<file path="config.mk">
export PLATFORM = sky130hd
export DESIGN_NAME = dispatch_router
export DESIGN_NICKNAME = d
export VERILOG_FILES = /design/src/rtl/ooo_defs.sv /design/src/rtl/dispatch_channel.sv /design/src/rtl/dispatch_router.sv
export SDC_FILE = /design/constraint.sdc
export NUM_CORES = 2
export LEC_CHECK = 0
export CAP_MARGIN = 20
export CORE_UTILIZATION = 48
export CTS_CLUSTER_DIAMETER = 30
export CTS_CLUSTER_SIZE = 25
export DETAILED_ROUTE_END_ITERATION = 7
export HOLD_SLACK_MARGIN = 0.08
export MAX_ROUTING_LAYER = met4
export PLACE_DENSITY = 0.66
export SYNTH_ARGS = -nofsm -noshare
export SYNTH_HDL_FRONTEND = slang
export SYNTH_SLANG_ARGS = --single-unit
</file>
<file path="constraint.sdc">
create_clock -name clk -period 15 [get_ports clk]
set_input_delay 3.75 -clock clk [delete_from_list [all_inputs] [get_ports clk]]
set_output_delay 3.75 -clock clk [all_outputs]
set_load 0.005 [all_outputs]
</file>
<file path="src/rtl/ooo_defs.sv">
// Shared renamed-op layout, physical-register sizing and op class encodings
// for the out-of-order front end.
package ooo_defs;

  localparam int PR_ADDR_W     = 6;
  localparam int PHYS_REGS     = 1 << PR_ADDR_W;
  localparam int OP_CLASS_W    = 3;
  localparam int OP_PAY_W      = 8;

  localparam int OP_CLASS_LSB  = 0;
  localparam int OP_DEST_LSB   = OP_CLASS_LSB + OP_CLASS_W;
  localparam int OP_SRC0_LSB   = OP_DEST_LSB + PR_ADDR_W;
  localparam int OP_SRC1_LSB   = OP_SRC0_LSB + PR_ADDR_W;
  localparam int OP_PAY_LSB    = OP_SRC1_LSB + PR_ADDR_W;
  localparam int RENAMED_OP_SZ = OP_PAY_LSB + OP_PAY_W;

  localparam int CH_IDX_W      = 2;

  // Tags below this are hardwired ready and never tracked.
  localparam logic [PR_ADDR_W-1:0] FIRST_REAL_TAG = PR_ADDR_W'(2);

  typedef enum logic [OP_CLASS_W-1:0] {
    CLS_ALU  = 3'd0,
    CLS_MEM  = 3'd1,
    CLS_MUL  = 3'd2,
    CLS_DIV  = 3'd3,
    CLS_BR   = 3'd4,
    CLS_CSR  = 3'd5,
    CLS_FP   = 3'd6,
    CLS_TERM = 3'd7
  } op_class_e;

  typedef enum logic {RUN, HOLD} hold_st_e;

  function automatic logic [OP_CLASS_W-1:0] op_cls(input logic [RENAMED_OP_SZ-1:0] op);
    return op[OP_CLASS_LSB +: OP_CLASS_W];
  endfunction

  function automatic logic [PR_ADDR_W-1:0] op_dest(input logic [RENAMED_OP_SZ-1:0] op);
    return op[OP_DEST_LSB +: PR_ADDR_W];
  endfunction

  function automatic logic [PR_ADDR_W-1:0] op_src0(input logic [RENAMED_OP_SZ-1:0] op);
    return op[OP_SRC0_LSB +: PR_ADDR_W];
  endfunction

  function automatic logic [PR_ADDR_W-1:0] op_src1(input logic [RENAMED_OP_SZ-1:0] op);
    return op[OP_SRC1_LSB +: PR_ADDR_W];
  endfunction

endpackage

</file>
<file path="src/rtl/dispatch_channel.sv">
// One issue channel: age-ordered shift queue with per-entry source wakeup,
// issuing either the head only or the oldest ready entry.
module dispatch_channel
  import ooo_defs::*;
#(
  parameter int  DEPTH     = 4,
  parameter int  NUM_CMPLT = 6,
  parameter bit  OOO       = 1'b0,
  localparam int CNT_W     = $clog2(DEPTH + 1),
  localparam int IDX_W     = (DEPTH > 1) ? $clog2(DEPTH) : 1
) (
  input  logic                           clk,
  input  logic                           rst,
  input  logic                           push,
  input  logic [RENAMED_OP_SZ-1:0]       push_op,
  input  logic                           push_rdy0,
  input  logic                           push_rdy1,
  input  logic [NUM_CMPLT-1:0]           cmplt_valid,
  input  logic [NUM_CMPLT*PR_ADDR_W-1:0] cmplt_tag,
  output logic [RENAMED_OP_SZ-1:0]       out_op,
  output logic                           out_valid,
  input  logic                           out_ready,
  output logic [CNT_W-1:0]               count
);

  logic [DEPTH-1:0][RENAMED_OP_SZ-1:0] q_op, n_op;
  logic [DEPTH-1:0]                    q_r0, q_r1, n_r0, n_r1, wake0, wake1;
  logic [CNT_W-1:0]                    cnt, n_cnt;
  logic                                byp0, byp1, pop;
  logic [IDX_W-1:0]                    sel;

  always_comb begin
    wake0 = '0;
    wake1 = '0;
    byp0  = 1'b0;
    byp1  = 1'b0;
    for (int k = 0; k < NUM_CMPLT; k++) begin
      if (cmplt_valid[k]) begin
        for (int i = 0; i < DEPTH; i++) begin
          if (op_src0(q_op[i]) == cmplt_tag[k*PR_ADDR_W +: PR_ADDR_W]) wake0[i] = 1'b1;
          if (op_src1(q_op[i]) == cmplt_tag[k*PR_ADDR_W +: PR_ADDR_W]) wake1[i] = 1'b1;
        end
        if (op_src0(push_op) == cmplt_tag[k*PR_ADDR_W +: PR_ADDR_W]) byp0 = 1'b1;
        if (op_src1(push_op) == cmplt_tag[k*PR_ADDR_W +: PR_ADDR_W]) byp1 = 1'b1;
      end
    end
  end

  // Issue select looks at registered ready bits only; wakeups show up next cycle.
  always_comb begin
    out_valid = 1'b0;
    sel       = '0;
    for (int i = 0; i < DEPTH; i++) begin
      if (!out_valid && (CNT_W'(i) < cnt) && q_r0[i] && q_r1[i] && (OOO || i == 0)) begin
        out_valid = 1'b1;
        sel       = IDX_W'(i);
      end
    end
  end

  assign out_op = q_op[sel];
  assign pop    = out_valid & out_ready;
  assign count  = cnt;

  always_comb begin
    n_op  = q_op;
    n_r0  = q_r0 | wake0;
    n_r1  = q_r1 | wake1;
    n_cnt = cnt;
    if (pop) begin
      for (int i = 0; i < DEPTH - 1; i++) begin
        if (i >= int'(sel)) begin
          n_op[i] = n_op[i+1];
          n_r0[i] = n_r0[i+1];
          n_r1[i] = n_r1[i+1];
        end
      end
      n_cnt = cnt - CNT_W'(1);
    end
    if (push) begin
      for (int i = 0; i < DEPTH; i++) begin
        if (CNT_W'(i) == n_cnt) begin
          n_op[i] = push_op;
          n_r0[i] = push_rdy0 | byp0;
          n_r1[i] = push_rdy1 | byp1;
        end
      end
      n_cnt = n_cnt + CNT_W'(1);
    end
  end

  always_ff @(posedge clk) begin
    if (rst) begin
      cnt  <= '0;
      q_r0 <= '0;
      q_r1 <= '0;
    end else begin
      cnt  <= n_cnt;
      q_op <= n_op;
      q_r0 <= n_r0;
      q_r1 <= n_r1;
    end
  end

endmodule

</file>
<file path="src/rtl/dispatch_router.sv">
// Dispatch stage: in-order lane acceptance, register scoreboard and
// terminator hold, feeding NUM_CH issue channels.
module dispatch_router
  import ooo_defs::*;
#(
  parameter int                      FETCH_WIDTH = 4,
  parameter int                      NUM_CH      = 3,
  parameter int                      DEPTH       = 4,
  parameter int                      NUM_CMPLT   = 6,
  parameter logic [NUM_CH-1:0]       OOO_MASK    = 3'b001,
  parameter logic [8*CH_IDX_W-1:0]   CLASS_MAP   = 16'h8004,
  parameter logic [OP_CLASS_W-1:0]   TERM_CLASS  = 3'b111
) (
  input  logic                             clk,
  input  logic                             rst,
  input  logic                             flush,
  input  logic [FETCH_WIDTH*RENAMED_OP_SZ-1:0] in_ops,
  input  logic [FETCH_WIDTH-1:0]           in_valid,
  output logic [FETCH_WIDTH-1:0]           in_used,
  input  logic [NUM_CMPLT-1:0]             cmplt_valid,
  input  logic [NUM_CMPLT*PR_ADDR_W-1:0]   cmplt_tag,
  output logic [NUM_CH*RENAMED_OP_SZ-1:0]  out_op,
  output logic [NUM_CH-1:0]                out_valid,
  input  logic [NUM_CH-1:0]                out_ready,
  output logic                             term_hold
);

  localparam int CNT_W = $clog2(DEPTH + 1);
  localparam int SZ    = RENAMED_OP_SZ;

  logic                                 clr;
  logic [NUM_CH-1:0][CNT_W-1:0]         ch_cnt;
  logic [NUM_CH-1:0]                    push, push_rdy0, push_rdy1, ch_taken;
  logic [NUM_CH-1:0][SZ-1:0]            push_op;
  logic [FETCH_WIDTH-1:0][SZ-1:0]       lane_op;
  logic [FETCH_WIDTH-1:0][CH_IDX_W-1:0] lane_ch;
  logic [FETCH_WIDTH-1:0]               lane_rdy0, lane_rdy1;
  logic [PHYS_REGS-1:0]                 busy, busy_n;
  logic                                 stop, term_acc;
  logic [CH_IDX_W-1:0]                  term_acc_ch, term_ch;
  hold_st_e                             st;

  assign clr = rst | flush;

  for (genvar i = 0; i < FETCH_WIDTH; i++) begin : g_lane
    assign lane_op[i] = in_ops[i*SZ +: SZ];
    assign lane_ch[i] = CLASS_MAP[op_cls(lane_op[i])*CH_IDX_W +: CH_IDX_W];
  end

  // Counts are registered, so a pop in this cycle never frees a slot for a push.
  always_comb begin
    in_used     = '0;
    ch_taken    = '0;
    stop        = term_hold | clr;
    term_acc    = 1'b0;
    term_acc_ch = '0;
    for (int i = 0; i < FETCH_WIDTH; i++) begin
      if (!stop && in_valid[i] && int'(lane_ch[i]) < NUM_CH && !ch_taken[lane_ch[i]] &&
          ch_cnt[lane_ch[i]] < CNT_W'(DEPTH)) begin
        in_used[i]           = 1'b1;
        ch_taken[lane_ch[i]] = 1'b1;
        if (op_cls(lane_op[i]) == TERM_CLASS) begin
          stop        = 1'b1;
          term_acc    = 1'b1;
          term_acc_ch = lane_ch[i];
        end
      end else begin
        stop = 1'b1;
      end
    end
  end

  // An older lane in the same group writing a source makes that source not ready.
  always_comb begin
    for (int i = 0; i < FETCH_WIDTH; i++) begin
      lane_rdy0[i] = !busy[op_src0(lane_op[i])];
      lane_rdy1[i] = !busy[op_src1(lane_op[i])];
      for (int j = 0; j < i; j++) begin
        if (in_used[j] && op_dest(lane_op[j]) >= FIRST_REAL_TAG) begin
          if (op_dest(lane_op[j]) == op_src0(lane_op[i])) lane_rdy0[i] = 1'b0;
          if (op_dest(lane_op[j]) == op_src1(lane_op[i])) lane_rdy1[i] = 1'b0;
        end
      end
    end
  end

  always_comb begin
    push      = '0;
    push_op   = '0;
    push_rdy0 = '0;
    push_rdy1 = '0;
    for (int c = 0; c < NUM_CH; c++) begin
      for (int i = 0; i < FETCH_WIDTH; i++) begin
        if (in_used[i] && int'(lane_ch[i]) == c) begin
          push[c]      = 1'b1;
          push_op[c]   = lane_op[i];
          push_rdy0[c] = lane_rdy0[i];
          push_rdy1[c] = lane_rdy1[i];
        end
      end
    end
  end

  // Allocation is applied after completion so it wins on a shared tag.
  always_comb begin
    busy_n = busy;
    for (int k = 0; k < NUM_CMPLT; k++) begin
      if (cmplt_valid[k] && cmplt_tag[k*PR_ADDR_W +: PR_ADDR_W] >= FIRST_REAL_TAG)
        busy_n[cmplt_tag[k*PR_ADDR_W +: PR_ADDR_W]] = 1'b0;
    end
    for (int i = 0; i < FETCH_WIDTH; i++) begin
      if (in_used[i] && op_dest(lane_op[i]) >= FIRST_REAL_TAG)
        busy_n[op_dest(lane_op[i])] = 1'b1;
    end
  end

  always_ff @(posedge clk) begin
    if (clr) busy <= '0;
    else     busy <= busy_n;
  end

  always_ff @(posedge clk) begin
    if (clr) begin
      st        <= RUN;
      term_hold <= 1'b0;
      term_ch   <= '0;
    end else begin
      case (st)
        RUN: if (term_acc) begin
          st        <= HOLD;
          term_hold <= 1'b1;
          term_ch   <= term_acc_ch;
        end
        HOLD: if (out_valid[term_ch] && out_ready[term_ch] && ch_cnt[term_ch] == CNT_W'(1)) begin
          st        <= RUN;
          term_hold <= 1'b0;
        end
        default: st <= RUN;
      endcase
    end
  end

  for (genvar c = 0; c < NUM_CH; c++) begin : g_ch
    dispatch_channel #(
      .DEPTH     (DEPTH),
      .NUM_CMPLT (NUM_CMPLT),
      .OOO       (OOO_MASK[c])
    ) u_ch (
      .clk         (clk),
      .rst         (clr),
      .push        (push[c]),
      .push_op     (push_op[c]),
      .push_rdy0   (push_rdy0[c]),
      .push_rdy1   (push_rdy1[c]),
      .cmplt_valid (cmplt_valid),
      .cmplt_tag   (cmplt_tag),
      .out_op      (out_op[c*SZ +: SZ]),
      .out_valid   (out_valid[c]),
      .out_ready   (out_ready[c]),
      .count       (ch_cnt[c])
    );
  end

endmodule
</file>
==> reports/metrics.yaml <==
status: "complete, no violations"
hp-class: "reg2reg"
synth-edff-count: 348
r2r_slack_ns: 10.03
dieArea_um2: 96000
grt_overflow: 0
antenna_found_initial: 6
arrival_ns: 7.17
period_needed_ns: 10.92
clock_latency_ns: 0.75
crit_chain: "clkdlybuf4s50_1 > nor4b_2 > and3_1 > and3_1 > nand4_1 > a31o_2 > inv_1 > clkdlybuf4s50_1"
finalSetupTns_ns: 0
synth_cell_types: 99
drt_iter0_markers: 6846
leakagePower_nw: 18.8
pwr-share-seq_pct: 29.8
setup_viol: 0
yosysSeqAreaShare_pct: 27.4
yosysMostFrequentCell: "nand2_1"
first_global_vias: 44100
cts_hold_buf: 0
fin_cells: 6600
p_total_w: 0.00480
dp.cells: 6366
initial_utilization_pct: 48.6
drive_gt1_share_pct: 11.1
ys_seq_elements: 449
worst_slack_ns: 4.08
syn_avg_cell_area_um2: 8.41
wirelength_um: 231000
timing.critical_path.buf_inv: 3
p_sw_w: 0.00141
crit_start: "flush"
r2r_cells: 8
slew_viol_final: 0
cts-resized-gates: 0
r2r_start: "g_ch[0].u_ch.count[2]$_SDFF_PP0_"
cp.depth: 8
io_pins: 263
num_rows: 112
p_per_area_nw_per_um2: 92.9
cts_tree: "yes"
syn-instance-count: 5411
critPathMaxFanout: 18
die_x_um: 310
dr.pass1.iters: 7
coreArea_um2: 93600
clk_pin_slew_worst_paths_ns: 0.04
slew_headroom_pct: 9.39
cp.required_ns: 11.25
port_buffers: 231
hold_viol: 0
place_ws_ns: 4.15
skew_ns: 0.0389
hpwl_um: 154000
drc: 0
p_int_w: 0.00339
crit_family: "simple AND/OR/NAND/NOR gates"
grt_max_degree: 143
viasPerCell: 7.04
crit_end: "in_used[2]"
clockBufferDepth: 3
yosysTopAreaCellShare_pct: 23.0
final_util_pct: 55.2
yosysTopAreaCell: "edfxtp_1"
endpoint_kind: "primary output"
critPathKind: "in2out"
fmax_mhz: 91.6
grt_setup_unrepaired: "false"
final_antenna_net_count: 0
async_reset_ff_share_pct: 0
slowest_stage: "and3_1"
cts_max_level: 3
cts_buffers: 116
clkPwrFrac_pct: 54.1
grt_usage_pct: 48.5
p_comb_share_pct: 16.1
synth_area_leaders: "edfxtp_1 (23%), xnor2_1 (11%), xor2_1 (9.5%)"
swShare_pct: 29.3
syn_area_um2: 45500
cpPeakStageDelay_ns: 0.78
globalplace.congestion: 1.08
worst_slew_pin_slew_ns: 1.34
peakVddDrop_v: 0.000102
cts_setup_buffers: 0
vias: 46400
ys.flop_type: "edfxtp_1"
area_growth_pct: 13.7
grt_pass1_wl_um: 323000
nets: 5428
synth_common_cells: "nand2_1 (638), xnor2_1 (569), xor2_1 (491)"
wl_per_cell_um: 35.0
cts-root-buf: "clkbuf_16"
startpoint_type: "input port"
cts_sinks: 449
die_h_um: 310
r2r_end: "g_ch[0].u_ch.q_op[66]$_DFFE_PN_"
finalCritPeriodShare_pct: 72.8
maxCapViolations: 0
yosysWarnings: 0
[cells in the final DEF (no fill, tap or decap), types with 20 or more instances in the layout]
cell type / Yosys / routed
o2111ai_1: 26 / 26
buf_2: 33 / 45
a211oi_1: 53 / 53
xor2_1: 491 / 491
nand3_1: 98 / 98
a22oi_1: 85 / 85
a22o_1: 23 / 23
mux4_2: 103 / 103
dfxtp_1: 101 / 101
o211ai_1: 21 / 21
clkinv_1: 11 / 26
nor2b_1: 21 / 20
nor3_1: 89 / 85
clkdlybuf4s50_1: 0 / 186
and2_1: 66 / 65
nor4_1: 203 / 203
inv_1: 86 / 85
o21ai_0: 193 / 193
xnor2_1: 569 / 569
and3_1: 31 / 29
a221oi_1: 53 / 53
a21oi_1: 231 / 231
edfxtp_1: 348 / 348
a31oi_1: 116 / 116
mux2i_1: 202 / 202
o22ai_1: 88 / 88
clkinv_2: 0 / 28
clkbuf_16: 0 / 116
nor2_1: 281 / 280
nand2_1: 638 / 631
nand4_1: 201 / 201
o221ai_1: 26 / 26
buf_4: 66 / 135
[worst min-delay path by stage]
stage | start | to | slack (ns) | cells after the start
3_3_place_gp | st$_SDFF_PP0_ | st$_SDFF_PP0_ | 0.47 | 1
2_1_floorplan | term_ch[0]$_SDFFE_PP0P_ | term_ch[0]$_SDFFE_PP0P_ | 0.42 | 2
4_1_cts | st$_SDFF_PP0_ | st$_SDFF_PP0_ | 0.50 | 1
3_5_place_dp | st$_SDFF_PP0_ | st$_SDFF_PP0_ | 0.49 | 1
5_1_grt | st$_SDFF_PP0_ | st$_SDFF_PP0_ | 0.52 | 1
6_report | st$_SDFF_PP0_ | st$_SDFF_PP0_ | 0.51 | 1
[stage by stage]
step / hold slack (ns) / instance area (um^2)
CTS: 0.496 / 51500
floorplan: 0.419 / 45500
detailed placement: 0.487 / 47500
global placement: 0.473 / 47400
finish: 0.508 / 51700
global route: 0.521 / 51700
[layer usage]
metal / track usage [%] / vias to the layer above / part of all wire, %
li1: - / 19200 / -
met1: 56.7 / 22200 / 36
met2: 68.5 / 3740 / 42
met3: 14.1 / 1232 / 13
met4: 40.4 / 0 / 10
met5: - / - / 0
[power by group through the flow]
stage                     clock network (W)  registers (W)  logic [W]
final                               0.00260        0.00143   0.000771
after global routing                0.00268        0.00143   0.000788
after CTS                           0.00261        0.00143   0.000731
after detailed placement                  0        0.00145   0.000728
after global placement                    0        0.00145   0.000719
after floorplan                           0        0.00142   0.000485
[area by class of cell]
type	instances	area, um^2
fillers	8675	41900
multi-input cells	4195	29900
clock inverters	81	1060
repair buffers	377	3250
flip-flops and latches	449	12500
well taps	1254	1570
diodes	6	15.0
clock buffers	136	3030
inverters	102	390
[flip-flops by register name, indices dropped and copies added (netlist names)]
name,count
st,1
g_ch.u_ch.count,9
g_ch.u_ch.q_op,348
g_ch.u_ch.q_r0,12
term_hold,1
g_ch.u_ch.q_r1,12
term_ch,2
busy,64
[logic make-up (layout without fill, tap and decap cells)]
logic type / count (synthesis) / in the layout / synth area share (%)
muxes: 316 / 316 / 9.82
DFF: 449 / 449 / 27.4
xor gates and xnor gates: 1060 / 1060 / 20.4
other: 1 / 9 / 0.00825
AOI/OAI and AO/OA: 1051 / 1051 / 15.8
adders and majority gates: 19 / 19 / 0.523
and+or+nand+nor: 1746 / 1746 / 19.0
buffers and inverters: 769 / 696 / 7.09
Note: power is estimated with default switching activity, not from simulation.
